===== src/rtl/p2048_pkg.sv =====
// Shared definitions for the 2048 game core and its VGA display end.
// Holds board geometry, 640x480@60 raster timing defaults, the 3-bit colour
// type and the tile-value-to-colour mapping.
package p2048_pkg;

  localparam int unsigned TILE_W  = 12;
  localparam int unsigned N_TILES = 16;
  localparam int unsigned CNT_W   = 10;

  localparam int unsigned VGA_H_VIS  = 640;
  localparam int unsigned VGA_H_FP   = 16;
  localparam int unsigned VGA_H_SYNC = 96;
  localparam int unsigned VGA_H_BP   = 48;
  localparam int unsigned VGA_V_VIS  = 480;
  localparam int unsigned VGA_V_FP   = 10;
  localparam int unsigned VGA_V_SYNC = 2;
  localparam int unsigned VGA_V_BP   = 33;

  typedef logic [2:0] rgb_t;

  localparam rgb_t RGB_BLACK = 3'b000;
  localparam rgb_t RGB_WHITE = 3'b111;
  localparam rgb_t RGB_GREEN = 3'b010;
  localparam rgb_t RGB_RED   = 3'b100;

  // Colour of a tile interior pixel. Anything that is not one of the listed
  // powers of two (>=256 or malformed) blinks between white and black.
  function automatic rgb_t tile_rgb(input logic [TILE_W-1:0] value, input logic centre,
                                    input logic blink);
    rgb_t c;
    case (value)
      12'd0:   c = RGB_BLACK;
      12'd2:   c = 3'b001;
      12'd4:   c = 3'b010;
      12'd8:   c = 3'b011;
      12'd16:  c = 3'b100;
      12'd32:  c = 3'b101;
      12'd64:  c = 3'b110;
      12'd128: c = centre ? RGB_BLACK : RGB_WHITE;
      default: c = blink ? RGB_WHITE : RGB_BLACK;
    endcase
    return c;
  endfunction

endpackage


===== src/rtl/vga_sync_gen.sv =====
// Raster timing generator.
//  clk_i/rst_ni   clock, synchronous active-low reset
//  pix_en_o       one-cycle pixel enable every PIX_DIV clocks
//  h_cnt_o/v_cnt_o raster position (stage 0)
//  hsync_o/vsync_o raw active-low syncs decoded from the counters
//  visible_o      position lies in the visible area
//  frame_start_o  pix_en at (0, V_VIS): first blanking line, snapshot point
//  frame_end_o    pix_en at the last raster position, counters wrap next
module vga_sync_gen
  import p2048_pkg::*;
#(
  parameter int unsigned PIX_DIV = 4,
  parameter int unsigned H_VIS   = VGA_H_VIS,
  parameter int unsigned H_FP    = VGA_H_FP,
  parameter int unsigned H_SYNC  = VGA_H_SYNC,
  parameter int unsigned H_BP    = VGA_H_BP,
  parameter int unsigned V_VIS   = VGA_V_VIS,
  parameter int unsigned V_FP    = VGA_V_FP,
  parameter int unsigned V_SYNC  = VGA_V_SYNC,
  parameter int unsigned V_BP    = VGA_V_BP
) (
  input  logic             clk_i,
  input  logic             rst_ni,
  output logic             pix_en_o,
  output logic [CNT_W-1:0] h_cnt_o,
  output logic [CNT_W-1:0] v_cnt_o,
  output logic             hsync_o,
  output logic             vsync_o,
  output logic             visible_o,
  output logic             frame_start_o,
  output logic             frame_end_o
);

  localparam int unsigned HTotal = H_VIS + H_FP + H_SYNC + H_BP;
  localparam int unsigned VTotal = V_VIS + V_FP + V_SYNC + V_BP;
  localparam int unsigned DivW   = (PIX_DIV > 1) ? $clog2(PIX_DIV) : 1;

  logic [DivW-1:0]  div_q;
  logic [CNT_W-1:0] h_cnt_q, v_cnt_q;
  logic             h_last, v_last;

  assign pix_en_o = (div_q == DivW'(PIX_DIV - 1));
  assign h_last   = (h_cnt_q == CNT_W'(HTotal - 1));
  assign v_last   = (v_cnt_q == CNT_W'(VTotal - 1));

  always_ff @(posedge clk_i) begin
    if (!rst_ni) begin
      div_q   <= '0;
      h_cnt_q <= '0;
      v_cnt_q <= '0;
    end else begin
      div_q <= pix_en_o ? '0 : div_q + 1'b1;
      if (pix_en_o) begin
        if (h_last) begin
          h_cnt_q <= '0;
          v_cnt_q <= v_last ? '0 : v_cnt_q + 1'b1;
        end else begin
          h_cnt_q <= h_cnt_q + 1'b1;
        end
      end
    end
  end

  assign h_cnt_o   = h_cnt_q;
  assign v_cnt_o   = v_cnt_q;
  assign hsync_o   = !((h_cnt_q >= CNT_W'(H_VIS + H_FP)) &&
                       (h_cnt_q <  CNT_W'(H_VIS + H_FP + H_SYNC)));
  assign vsync_o   = !((v_cnt_q >= CNT_W'(V_VIS + V_FP)) &&
                       (v_cnt_q <  CNT_W'(V_VIS + V_FP + V_SYNC)));
  assign visible_o = (h_cnt_q < CNT_W'(H_VIS)) && (v_cnt_q < CNT_W'(V_VIS));

  assign frame_start_o = pix_en_o && (h_cnt_q == '0) && (v_cnt_q == CNT_W'(V_VIS));
  assign frame_end_o   = pix_en_o && h_last && v_last;

endmodule


===== src/rtl/board_vga_renderer.sv =====
// Display end of the 2048 board bus: snapshots the board once per frame and
// draws a 4x4 tile grid on a VGA raster with 1-bit R/G/B.
//  CLK/RESET_N      clock, synchronous active-low reset
//  board            16 x 12-bit tiles, tile k=4*row+col at [12k+11:12k]
//  win/lose         game status levels, colour the board frame
//  frame_tick       one-CLK pulse after the board snapshot is taken
//  vga_h_sync/v_sync active-low syncs, aligned with rgb
//  vga_r/g/b        pixel colour
module board_vga_renderer
  import p2048_pkg::*;
#(
  parameter int unsigned PIX_DIV  = 4,
  parameter int unsigned BOARD_X0 = 120,
  parameter int unsigned BOARD_Y0 = 40,
  parameter int unsigned TILE     = 100,
  parameter int unsigned BORDER   = 4,
  parameter int unsigned CENTRE   = 20,
  parameter int unsigned H_VIS    = VGA_H_VIS,
  parameter int unsigned H_FP     = VGA_H_FP,
  parameter int unsigned H_SYNC   = VGA_H_SYNC,
  parameter int unsigned H_BP     = VGA_H_BP,
  parameter int unsigned V_VIS    = VGA_V_VIS,
  parameter int unsigned V_FP     = VGA_V_FP,
  parameter int unsigned V_SYNC   = VGA_V_SYNC,
  parameter int unsigned V_BP     = VGA_V_BP
) (
  input  logic                      CLK,
  input  logic                      RESET_N,
  input  logic [TILE_W*N_TILES-1:0] board,
  input  logic                      win,
  input  logic                      lose,
  output logic                      frame_tick,
  output logic                      vga_h_sync,
  output logic                      vga_v_sync,
  output logic                      vga_r,
  output logic                      vga_g,
  output logic                      vga_b
);

  localparam int unsigned OffW = (TILE > 1) ? $clog2(TILE) : 1;
  localparam int unsigned CLo  = TILE / 2 - CENTRE / 2;
  localparam int unsigned CHi  = CLo + CENTRE - 1;

  logic             pix_en, hs_raw, vs_raw, visible, frame_start, frame_end;
  logic [CNT_W-1:0] h_cnt, v_cnt;

  vga_sync_gen #(
    .PIX_DIV (PIX_DIV),
    .H_VIS   (H_VIS),
    .H_FP    (H_FP),
    .H_SYNC  (H_SYNC),
    .H_BP    (H_BP),
    .V_VIS   (V_VIS),
    .V_FP    (V_FP),
    .V_SYNC  (V_SYNC),
    .V_BP    (V_BP)
  ) u_sync (
    .clk_i         (CLK),
    .rst_ni        (RESET_N),
    .pix_en_o      (pix_en),
    .h_cnt_o       (h_cnt),
    .v_cnt_o       (v_cnt),
    .hsync_o       (hs_raw),
    .vsync_o       (vs_raw),
    .visible_o     (visible),
    .frame_start_o (frame_start),
    .frame_end_o   (frame_end)
  );

  // Shadow copy of the board, only updated during vertical blanking.
  logic [TILE_W-1:0] tiles_in [N_TILES];
  logic [TILE_W-1:0] tiles_q  [N_TILES];
  logic              win_q, lose_q, tick_q;
  logic [7:0]        frame_cnt_q;

  always_comb begin
    for (int k = 0; k < N_TILES; k++) begin
      tiles_in[k] = board[k*TILE_W +: TILE_W];
    end
  end

  // Stage 1: cell position of the point the counters held one pix_en ago.
  logic [OffW-1:0] ox_q, ox_d, oy_q, oy_d;
  logic [1:0]      col_q, col_d, row_q, row_d;
  logic            in_x_q, in_x_d, in_y_q, in_y_d;
  logic            vis1_q, hs1_q, vs1_q;
  // Stage 2: registered outputs.
  rgb_t            rgb_q, rgb_d;
  logic            hs2_q, vs2_q;

  always_comb begin
    ox_d   = ox_q;
    col_d  = col_q;
    in_x_d = in_x_q;
    if (h_cnt == CNT_W'(BOARD_X0)) begin
      ox_d   = '0;
      col_d  = '0;
      in_x_d = 1'b1;
    end else if (in_x_q) begin
      if (ox_q == OffW'(TILE - 1)) begin
        ox_d = '0;
        if (col_q == 2'd3) in_x_d = 1'b0;
        else               col_d  = col_q + 2'd1;
      end else begin
        ox_d = ox_q + 1'b1;
      end
    end
  end

  // Vertical state steps once per line, at the h_cnt=0 pixel.
  always_comb begin
    oy_d   = oy_q;
    row_d  = row_q;
    in_y_d = in_y_q;
    if (v_cnt == CNT_W'(BOARD_Y0)) begin
      oy_d   = '0;
      row_d  = '0;
      in_y_d = 1'b1;
    end else if (in_y_q) begin
      if (oy_q == OffW'(TILE - 1)) begin
        oy_d = '0;
        if (row_q == 2'd3) in_y_d = 1'b0;
        else               row_d  = row_q + 2'd1;
      end else begin
        oy_d = oy_q + 1'b1;
      end
    end
  end

  logic [TILE_W-1:0] tile_val;
  logic              gx_lo, gx_hi, gy_lo, gy_hi, outer, centre;
  rgb_t              frame_rgb;

  always_comb begin
    tile_val  = tiles_q[{row_q, col_q}];
    gx_lo     = ox_q <  OffW'(BORDER);
    gx_hi     = ox_q >= OffW'(TILE - BORDER);
    gy_lo     = oy_q <  OffW'(BORDER);
    gy_hi     = oy_q >= OffW'(TILE - BORDER);
    outer     = (gx_lo && col_q == 2'd0) || (gx_hi && col_q == 2'd3) ||
                (gy_lo && row_q == 2'd0) || (gy_hi && row_q == 2'd3);
    centre    = (ox_q >= OffW'(CLo)) && (ox_q <= OffW'(CHi)) &&
                (oy_q >= OffW'(CLo)) && (oy_q <= OffW'(CHi));
    frame_rgb = win_q ? RGB_GREEN : (lose_q ? RGB_RED : RGB_WHITE);
    rgb_d     = RGB_BLACK;
    if (vis1_q && in_x_q && in_y_q) begin
      if (gx_lo || gx_hi || gy_lo || gy_hi) rgb_d = outer ? frame_rgb : RGB_WHITE;
      else                                  rgb_d = tile_rgb(tile_val, centre, frame_cnt_q[4]);
    end
  end

  always_ff @(posedge CLK) begin
    if (!RESET_N) begin
      tiles_q     <= '{default: '0};
      win_q       <= 1'b0;
      lose_q      <= 1'b0;
      tick_q      <= 1'b0;
      frame_cnt_q <= '0;
      ox_q        <= '0;
      oy_q        <= '0;
      col_q       <= '0;
      row_q       <= '0;
      in_x_q      <= 1'b0;
      in_y_q      <= 1'b0;
      vis1_q      <= 1'b0;
      hs1_q       <= 1'b1;
      vs1_q       <= 1'b1;
      rgb_q       <= RGB_BLACK;
      hs2_q       <= 1'b1;
      vs2_q       <= 1'b1;
    end else begin
      tick_q <= frame_start;
      if (frame_start) begin
        tiles_q <= tiles_in;
        win_q   <= win;
        lose_q  <= lose;
      end
      if (frame_end) frame_cnt_q <= frame_cnt_q + 8'd1;
      if (pix_en) begin
        ox_q   <= ox_d;
        col_q  <= col_d;
        in_x_q <= in_x_d;
        if (h_cnt == '0) begin
          oy_q   <= oy_d;
          row_q  <= row_d;
          in_y_q <= in_y_d;
        end
        vis1_q <= visible;
        hs1_q  <= hs_raw;
        vs1_q  <= vs_raw;
        rgb_q  <= rgb_d;
        hs2_q  <= hs1_q;
        vs2_q  <= vs1_q;
      end
    end
  end

  assign frame_tick = tick_q;
  assign vga_h_sync = hs2_q;
  assign vga_v_sync = vs2_q;
  assign vga_r      = rgb_q[2];
  assign vga_g      = rgb_q[1];
  assign vga_b      = rgb_q[0];

endmodule


===== config.mk =====
export PLATFORM = sky130hd
export DESIGN_NAME = board_vga_renderer
export DESIGN_NICKNAME = d
export VERILOG_FILES = /design/src/rtl/p2048_pkg.sv /design/src/rtl/vga_sync_gen.sv /design/src/rtl/board_vga_renderer.sv
export SDC_FILE = /design/constraint.sdc
export NUM_CORES = 1
export LEC_CHECK = 0
export ABC_AREA = 1
export ABC_CLOCK_PERIOD_IN_PS = 2320
export CAP_MARGIN = 20
export CORE_MARGIN = 3
export CORE_UTILIZATION = 30
export DETAILED_ROUTE_END_ITERATION = 8
export HOLD_SLACK_MARGIN = 0.06
export PLACE_DENSITY = 0.52
export REMOVE_ABC_BUFFERS = 1
export SLEW_MARGIN = 5
export SYNTH_ARGS = -nofsm -noshare
export SYNTH_HDL_FRONTEND = slang
export SYNTH_SLANG_ARGS = --single-unit

===== constraint.sdc =====
create_clock -name CLK -period 2.32 [get_ports CLK]
set_clock_uncertainty 0.05 [all_clocks]
set_input_delay 0.696 -clock CLK [delete_from_list [all_inputs] [get_ports CLK]]
set_output_delay 0.696 -clock CLK [all_outputs]
set_load 0.01 [all_outputs]

======== After elaboration in Yosys (flattened, before gate mapping) ========
Index checks and enable logic that the tools add are counted.
word-level totals
  flip-flop bits (word level) ............. 253
  input port bits ......................... 196
  output and inout port bits .............. 6
  logic and storage cells ................. 153
operators by class
  $add $sub $neg .......................... 8
  $lt $le $gt $ge ......................... 15
  equality and inequality tests ........... 19
  muxes and demuxes ....................... 35
  bitwise gates (word level) .............. 2
  reductions and logical operators ........ 39
operators by type and width
  operator                                                        count
  binary-select mux 12 bit (select 4 bit)                         1
  two-way mux 7 bit                                               6
  two-way mux 12 bit                                              2
  one-hot mux 3 bit (8 select lines)                              1
  adder 10 x 1 -> 10 bit, second input constant                   2
  == test 10 bit, second input constant                           2
  < comparator 10 bit, second input constant                      2
  < comparator 10 x 9 -> 1 bit, second input constant             2
  two-way mux 10 bit                                              2
  two-way mux 2 bit                                               9
  two-way mux 3 bit                                               6
  logical AND 1 bit                                               16
  adder 7 x 1 -> 7 bit, second input constant                     2
  == test 7 bit, second input constant                            2
  >= comparator 7 x 6 -> 1 bit, second input constant             2
  >= comparator 7 bit, second input constant                      2
  less-or-equal comparator 7 x 6 -> 1 bit, second input constant  2
  < comparator 7 x 3 -> 1 bit, second input constant              2
  == test 12 x 2 -> 1 bit, second input constant                  1
  == test 12 x 3 -> 1 bit, second input constant                  1
  == test 12 x 4 -> 1 bit, second input constant                  1
  == test 12 x 5 -> 1 bit, second input constant                  1
  == test 12 x 6 -> 1 bit, second input constant                  1
  == test 12 x 7 -> 1 bit, second input constant                  1
  25 further kinds                                                49

======== Depth between registers and ports, before layout ========
Gate-level depths: netlist of the first run.
  depth in word-level cells ............... 8
  mapped depth ............................ 20
  depth with buffers taken out ............ 18

======== Hierarchy ========
Synthesis of the first run repeated with hierarchy kept, for this count alone.
second synthesis, totals
  cell total of the unflattened synthesis .. 1,831
  area, all modules ....................... 12,310.6 µm²
modules (own cells, without submodules)
  module              times used  cells an instance  area each (µm²)  seq. area each (µm²)
  board_vga_renderer  1           1,630              10,956.8         4,564.4
  vga_sync_gen        1           201                1,353.8          440.4

======== Worst setup path before layout of the first run ========
No wires, ideal clock.
  kind .................................... reg-to-reg
  start ................................... register col_q[0]
  end ..................................... register rgb_q[2]
  library setup time ...................... 112 ps
  arrival ................................. 1,790 ps
  data required time ...................... 2,158 ps
  setup slack ............................. 368 ps
  stages on the path, launching flop included .. 18
  path buffers ............................ 3
  clock period less this slack ............ 1,952 ps
  cell sequence ........................... dfxtp_1 > buf_6 > buf_6 > buf_6 > o211ai_1 > nand3_1 > nand3_1 > nand2_1 > nor2_4 > nand3_1 > nor2_1 > nor2_2 > nand2_1 > nand2_1 > nand2_1 > nand2_1 > nand2_1 > nand2_1
between the ends
  longest elaborated chain between the ends .. 8
  elaborated cells between the ends (all ways) .. 23
  classes of those cells .................. eq/ne: 8; mux: 7; bitwise: 1; reduce/logical: 7
RTL lines
  what                                                                                               line                                                  source
  start, declared                                                                                    board_vga_renderer.sv:84                              logic [1:0] col_q, col_d, row_q, row_d;
  start signal, assigned                                                                             board_vga_renderer.sv:181                             col_q <= col_d;
  NOT 4 -> 5 bit (implied by the code), or another cell as far along                                 board_vga_renderer.sv:135                             tile_val = tiles_q[{row_q, col_q}];
  binary-select mux 12 bit (select 4 bit) / logical AND 1 bit (equally long branches)                board_vga_renderer.sv:135, board_vga_renderer.sv:140
  two-way mux 12 bit (implied by the code) / logical OR 1 bit (equally long branches) (2 in series)  board_vga_renderer.sv:135, board_vga_renderer.sv:140
  == test 12 x 8 -> 1 bit, or another cell as far along                                              p2048_pkg.sv:31                                       case (value)
  one-hot mux 3 bit (8 select lines) / two-way mux 3 bit (equally long branches)                     p2048_pkg.sv:31, board_vga_renderer.sv:147
  two-way mux 3 bit (*)                                                                              board_vga_renderer.sv:147                             if (gx_lo || gx_hi || gy_lo || gy_hi) rgb_d = outer ? frame_rgb : RGB_WHITE;
  two-way mux 3 bit (*)                                                                              board_vga_renderer.sv:146                             if (vis1_q && in_x_q && in_y_q) begin
  end signal, assigned                                                                               board_vga_renderer.sv:191                             rgb_q <= rgb_d;
  end, declared                                                                                      board_vga_renderer.sv:88                              rgb_t rgb_q, rgb_d;
Every way passes the cells marked *; elsewhere a longest branch is shown, timed or not. The select of a mux whose other input is x is not followed.
A chain may end at the register's enable or synchronous reset.

======== Worst setup path in the final report of the first run ========
  start ................................... register rgb_q[1]
  end ..................................... output port vga_g
RTL lines
  what           line                      source
  end, declared  board_vga_renderer.sv:36  output logic vga_g,
No word-level cell between the ends.

==> metrics.yaml, run 1 <==
wl_per_cell_um: 15.82
worst_pin_slew_ns: 0.4618
cpLargestDelayFamily: "buffers and inverters"
drc: 0
vias: 11040
chipWidth_um: 200.8
synth_area_um2: 11380
final-max-slew-violation-count: 0
dominantRegCellSynth: "dfxtp_1"
crit_chain: "clkdlybuf4s50_1"
synth_area_per_cell_um2: 7.019
min_period_over_period: 0.9705
fp.coreArea_um2: 36960
final_common_cell: "nor2_1"
pre_cts_slack_ns: 0.07588
cts_tree: "yes"
worstPathRequired_ns: 1.57
synth_edf_count: 0
dpl.hpwl_um: 25150
finalInstanceArea_um2: 15800
numPortBuffers: 201
setup_violations: 0
start_kind: "flip-flop"
grt_pass1_wl_um: 56960
die-area_um2: 40300
drt_iter0_markers: 702
power_density_nw_per_um2: 577.5
power.total_mw: 9.127
relSlewSlack: 0.6897
numCtsBuffers: 29
synth.distinct_cells: 42
status: "finished, final reports clean"
worstPathArrival_ns: 1.51
place_area_um2: 14230
max_freq_mhz: 444.1
synth_seq_cells: 250
h-tree-depth: 1
drt_pass1_iterations: 5
cts_sinks: 250
vias_per_cell: 4.697
dpl.cell_count: 2278
rows: 70
slowest_stage: "clkdlybuf4s50_1"
die_h_um: 200.8
cp_num_buf_inv: 1
max_cap_viol_count: 0
fin_nets: 2037
fin_util: 0.4276
drtAntennaViolNets: 0
leakage_nw: 6.382
hp-class: "flip-flop to flip-flop"
ios: 202
cts-root-buf: "clkbuf_16"
netlist_instances: 1621
synthArstFlopShare: 0
cts_buffer_depth: 3
clk_pin_slew_ns: 0.06
wirelength_um: 37170
rsz0062_at_grt: "true"
grt_pass1_vias: 10660
cpPeakStageDelay_ns: 0.58
fin_cells: 2350
grt_start_max_net_pins: 72
whs_ns: 0.3689
fin_tns_setup_ns: 0
finalHoldViolations: 0
path_class: "flip-flop to output pin"
path_max_fanout: 2
gp_congestion: 0.7988
grt_usage: 0.1700
diodes: 0
clkLatencyLatePin_ns: 0.54
cp-end-kind: "output pin"
syn2layout_area_growth_pct: 38.89
overflow: 0
layout.cells.most_common_list: "nor2_1, dfxtp_1, clkdlybuf4s50_1"
start_util: 0.3079
antenna_found_initial: 0
setup_ws_ns: 0.06837
max-vdd-ir-drop_mv: 0.4432
post-route-min-period_ns: 2.252
yosysWarnings: 0
yosysSeqAreaShare: 0.4399
drive_above_1_share: 0.1094
## per-layer routing
metal | share of wire | global-route usage | wire (um)
met5 | 0 | 0 | 0
met1 | 0.48 | 0.2424 | 17890
met3 | 0.047 | 0.02692 | 1750
met2 | 0.45 | 0.2723 | 16870
met4 | 0.018 | 0.03614 | 660
## worst paths after layout
kind,startpoint,to,slack (ns),depth (start not counted)
setup / recovery,rgb_q[1],vga_g,0.07,1
hold / removal,u_sync.div_q[0],u_sync.div_q[0],0.37,1
setup reg to reg,col_q[0],rgb_q[1],0.11,17
hold reg to reg,u_sync.div_q[0],u_sync.div_q[0],0.37,1
## Yosys cell counts (all sizes together), types with 10 or more instances
library cell  number  area, um2
a211oi            87      653.1
a21oi             25      128.9
buf               28      188.9
clkbuf            67      251.5
dfxtp            250       5005
ha                13      162.7
inv              152      570.5
nand2            192      733.2
nand3            125      625.6
nand4             13      81.33
nor2             429       1643
nor3              27      145.1
nor3b             10      80.07
o21ai            167      835.8
## state kept, by name, summed over array words and instances (netlist names), 2 cells and up
signal          cells
col_q               2
frame_cnt_q         5
ox_q                7
oy_q                7
rgb_q               3
row_q               2
tiles_q           192
u_sync.div_q        2
u_sync.h_cnt_o     10
u_sync.v_cnt_o     10
## area by class of cell
type                       instances  area (um2)
clock buffer                      44       842.1
clock inverter                     5       50.05
fill                            3808       21160
inverter                         152       581.8
multi-input combinational       1124        5683
sequential                       250        5009
tap                              504       630.6
timing repair buffer             271        3008
## timing repair
item,4_1_cts,5_1_grt
hold buffers,0,0
setup buffers,0,13
setup endpoints to repair,0,17
resized for setup,0,107
## power breakdown
part           leakage, nW  internal, mW  switching (mW)
registers             2.01          4.30         0.00283
clock network        0.441          2.57            1.76
logic                 3.93         0.325           0.162
total                 6.38          7.20            1.93
## cell families after synthesis
family                   synth area share
XOR/XNOR                         0.003849
AND/OR/NAND/NOR                    0.2969
buffers and inverters             0.08885
flip-flops                         0.4399
AO/OA/AOI/OAI                      0.1563
adder cells (fa/ha/maj)           0.01430
No activity file was read; power rests on OpenSTA's default activity.
==> run 2, diff against run 1 <==
Settings changed: ABC_CLOCK_PERIOD_IN_PS 2320 to 1930, PLACE_DENSITY 0.52 to 0.54.
Clock period 2.32 ns to 1.93 ns, I/O delays scaled along.
==> run 2 against run 1 <==
  * The run now ends with negative setup slack left
  * Sequential power grew 20%
  * Non-clock buffer count grew 137
  * Global-route usage grew 2.1 points
  * Critical endpoint is now rgb_q[1]
==> metrics.yaml, run 2 (same netlist as run 1, synthesis figures left out) <==
finalInstanceArea_um2: 19320
max_cap_viol_count: 0
fin_util: 0.5228
final_common_cell: "nor2_1"
slowest_stage: "dfxtp_4"
clkLatencyLatePin_ns: 0.56
crit_end: "rgb_q[1]"
ctsHoldBuffers: 0
fp.coreArea_um2: 36960
drtAntennaViolNets: 0
worstPathArrival_ns: 2.61
post-route-min-period_ns: 2.210
dpl.hpwl_um: 25970
worst_pin_slew_ns: 0.5558
drive_above_1_share: 0.3414
fin_tns_setup_ns: -17.27
die-area_um2: 40300
setup_violations: 188
power_density_nw_per_um2: 586.4
relSlewSlack: 0.6295
drc: 0
ios: 202
clk_pin_slew_ns: 0.07
overflow: 0
max_freq_mhz: 452.5
grt_pass1_vias: 11680
grt_usage: 0.1914
min_period_over_period: 1.145
cts-root-buf: "clkbuf_16"
crit_chain: "buf_12 > buf_16 > nor2_2 > nor2_1 > o21ai_1 > nand3_1 > nand3_1 > nand2_2 > buf_4 > nand2_1 > nand3_1 > a21o_1 > nand3_1 > nand2_1 > nand2_1 > nand2_1 > nand2_1 > nand2_1"
finalHoldViolations: 0
drt_pass1_iterations: 5
fin_cells: 2490
vias_per_cell: 4.921
vias: 12250
cpPeakStageDelay_ns: 0.39
rows: 70
wirelength_um: 44620
cp-end-kind: "flip-flop"
layout.cells.most_common_list: "nor2_1, dfxtp_1, clkdlybuf4s50_1"
chipWidth_um: 200.8
die_h_um: 200.8
start_util: 0.3079
cp_common_cell: "nand2_1"
worstPathRequired_ns: 2.33
reg2reg_to: "rgb_q[1]"
numPortBuffers: 201
diodes: 0
whs_ns: 0.3395
largest_reg_flops: 192
setup_ws_ns: -0.2799
fin_nets: 2173
reg2reg_setup_slack_ns: -0.28
syn2layout_area_growth_pct: 69.83
grt_start_max_net_pins: 80
regToRegStartpoint: "col_q[0]"
status: "finished, violations left"
h-tree-depth: 1
leakage_nw: 7.507
crit_start: "col_q[0]"
rr_worst_depth: 18
cts_buffer_depth: 3
gp_congestion: 0.8893
final-max-slew-violation-count: 0
antenna_found_initial: 0
max-vdd-ir-drop_mv: 0.6264
path_max_fanout: 13
cts_tree: "yes"
hp-class: "input port to flip-flop"
rsz0062_at_grt: "true"
dpl.cell_count: 2339
place_area_um2: 14610
violations: "negative setup slack"
wl_per_cell_um: 17.92
cts_sinks: 250
numCtsBuffers: 28
start_kind: "flip-flop"
path_class: "flip-flop to flip-flop"
grt_pass1_wl_um: 63260
drt_iter0_markers: 803
largest-register: "tiles_q"
run 2: changes by cell type in the layout (fill, tap and decap cells not counted), moves of 16 or more:
cell / delta
clkbuf_16: +20
o21ai_0: -106
a211oi_2: +75
nor2_2: +25
buf_16: +16
nor2_1: -105
buf_4: +79
nor2_4: +80
o21ai_2: +99
a211oi_1: -77
run 2: worst min-delay path by stage:
stage / endpoint / startpoint / depth (start not counted)
floorplan: u_sync.div_q[0] / u_sync.div_q[0] / 1
global placement: vga_h_sync / hs1_q / 2
detailed placement: vga_h_sync / hs1_q / 2
CTS: tiles_q[149] / RESET_N / 3
global route: tiles_q[149] / RESET_N / 3
finish: tiles_q[149] / RESET_N / 3
run 2: final cells by class:
cell class,instances,area [um2]
clock buffer,40,837.1
clock inverter,12,95.09
fill,3450,17640
inverter,152,579.3
multi-input combinational,1124,7320
sequential,250,5032
tap,504,630.6
timing repair buffer,408,4830
run 2: metrics by stage:
stage | worst slack [ns] | total power [mW]
5_1_grt | -0.4557 | 11.66
3_3_place_gp | -0.3140 | 5.885
2_1_floorplan | -6.084 | 5.352
3_5_place_dp | -0.4156 | 5.882
4_1_cts | -0.2370 | 11.32
6_report | -0.2799 | 11.33
run 2: metal layers:
metal | vias up | track usage | part of all wire
met1 | 5787 | 0.2624 | 0.44
met4 | 0 | 0.05546 | 0.029
met2 | 365 | 0.3154 | 0.47
li1 | 6024 | - | -
met5 | - | 0 | 0
met3 | 78 | 0.02611 | 0.052
run 2: where the power goes:
group	switching [mW]	internal (mW)
clock network	2.25	3.14
registers	0.00769	5.17
logic	0.311	0.450
total	2.57	8.76
run 2: worst max-delay path, delay by kind of cell, from the launching register on:
family          cells  cell delay, ns
buf+inv             3            0.45
flops               1            0.39
simple gates       13            0.92
compound gates      2            0.29
run 2: what timing repair did:
action	CTS	global route
gates resized for setup	268	453
pin swaps	45	151
cloned	15	34
buffers inserted	44	21
setup endpoints to repair	217	211
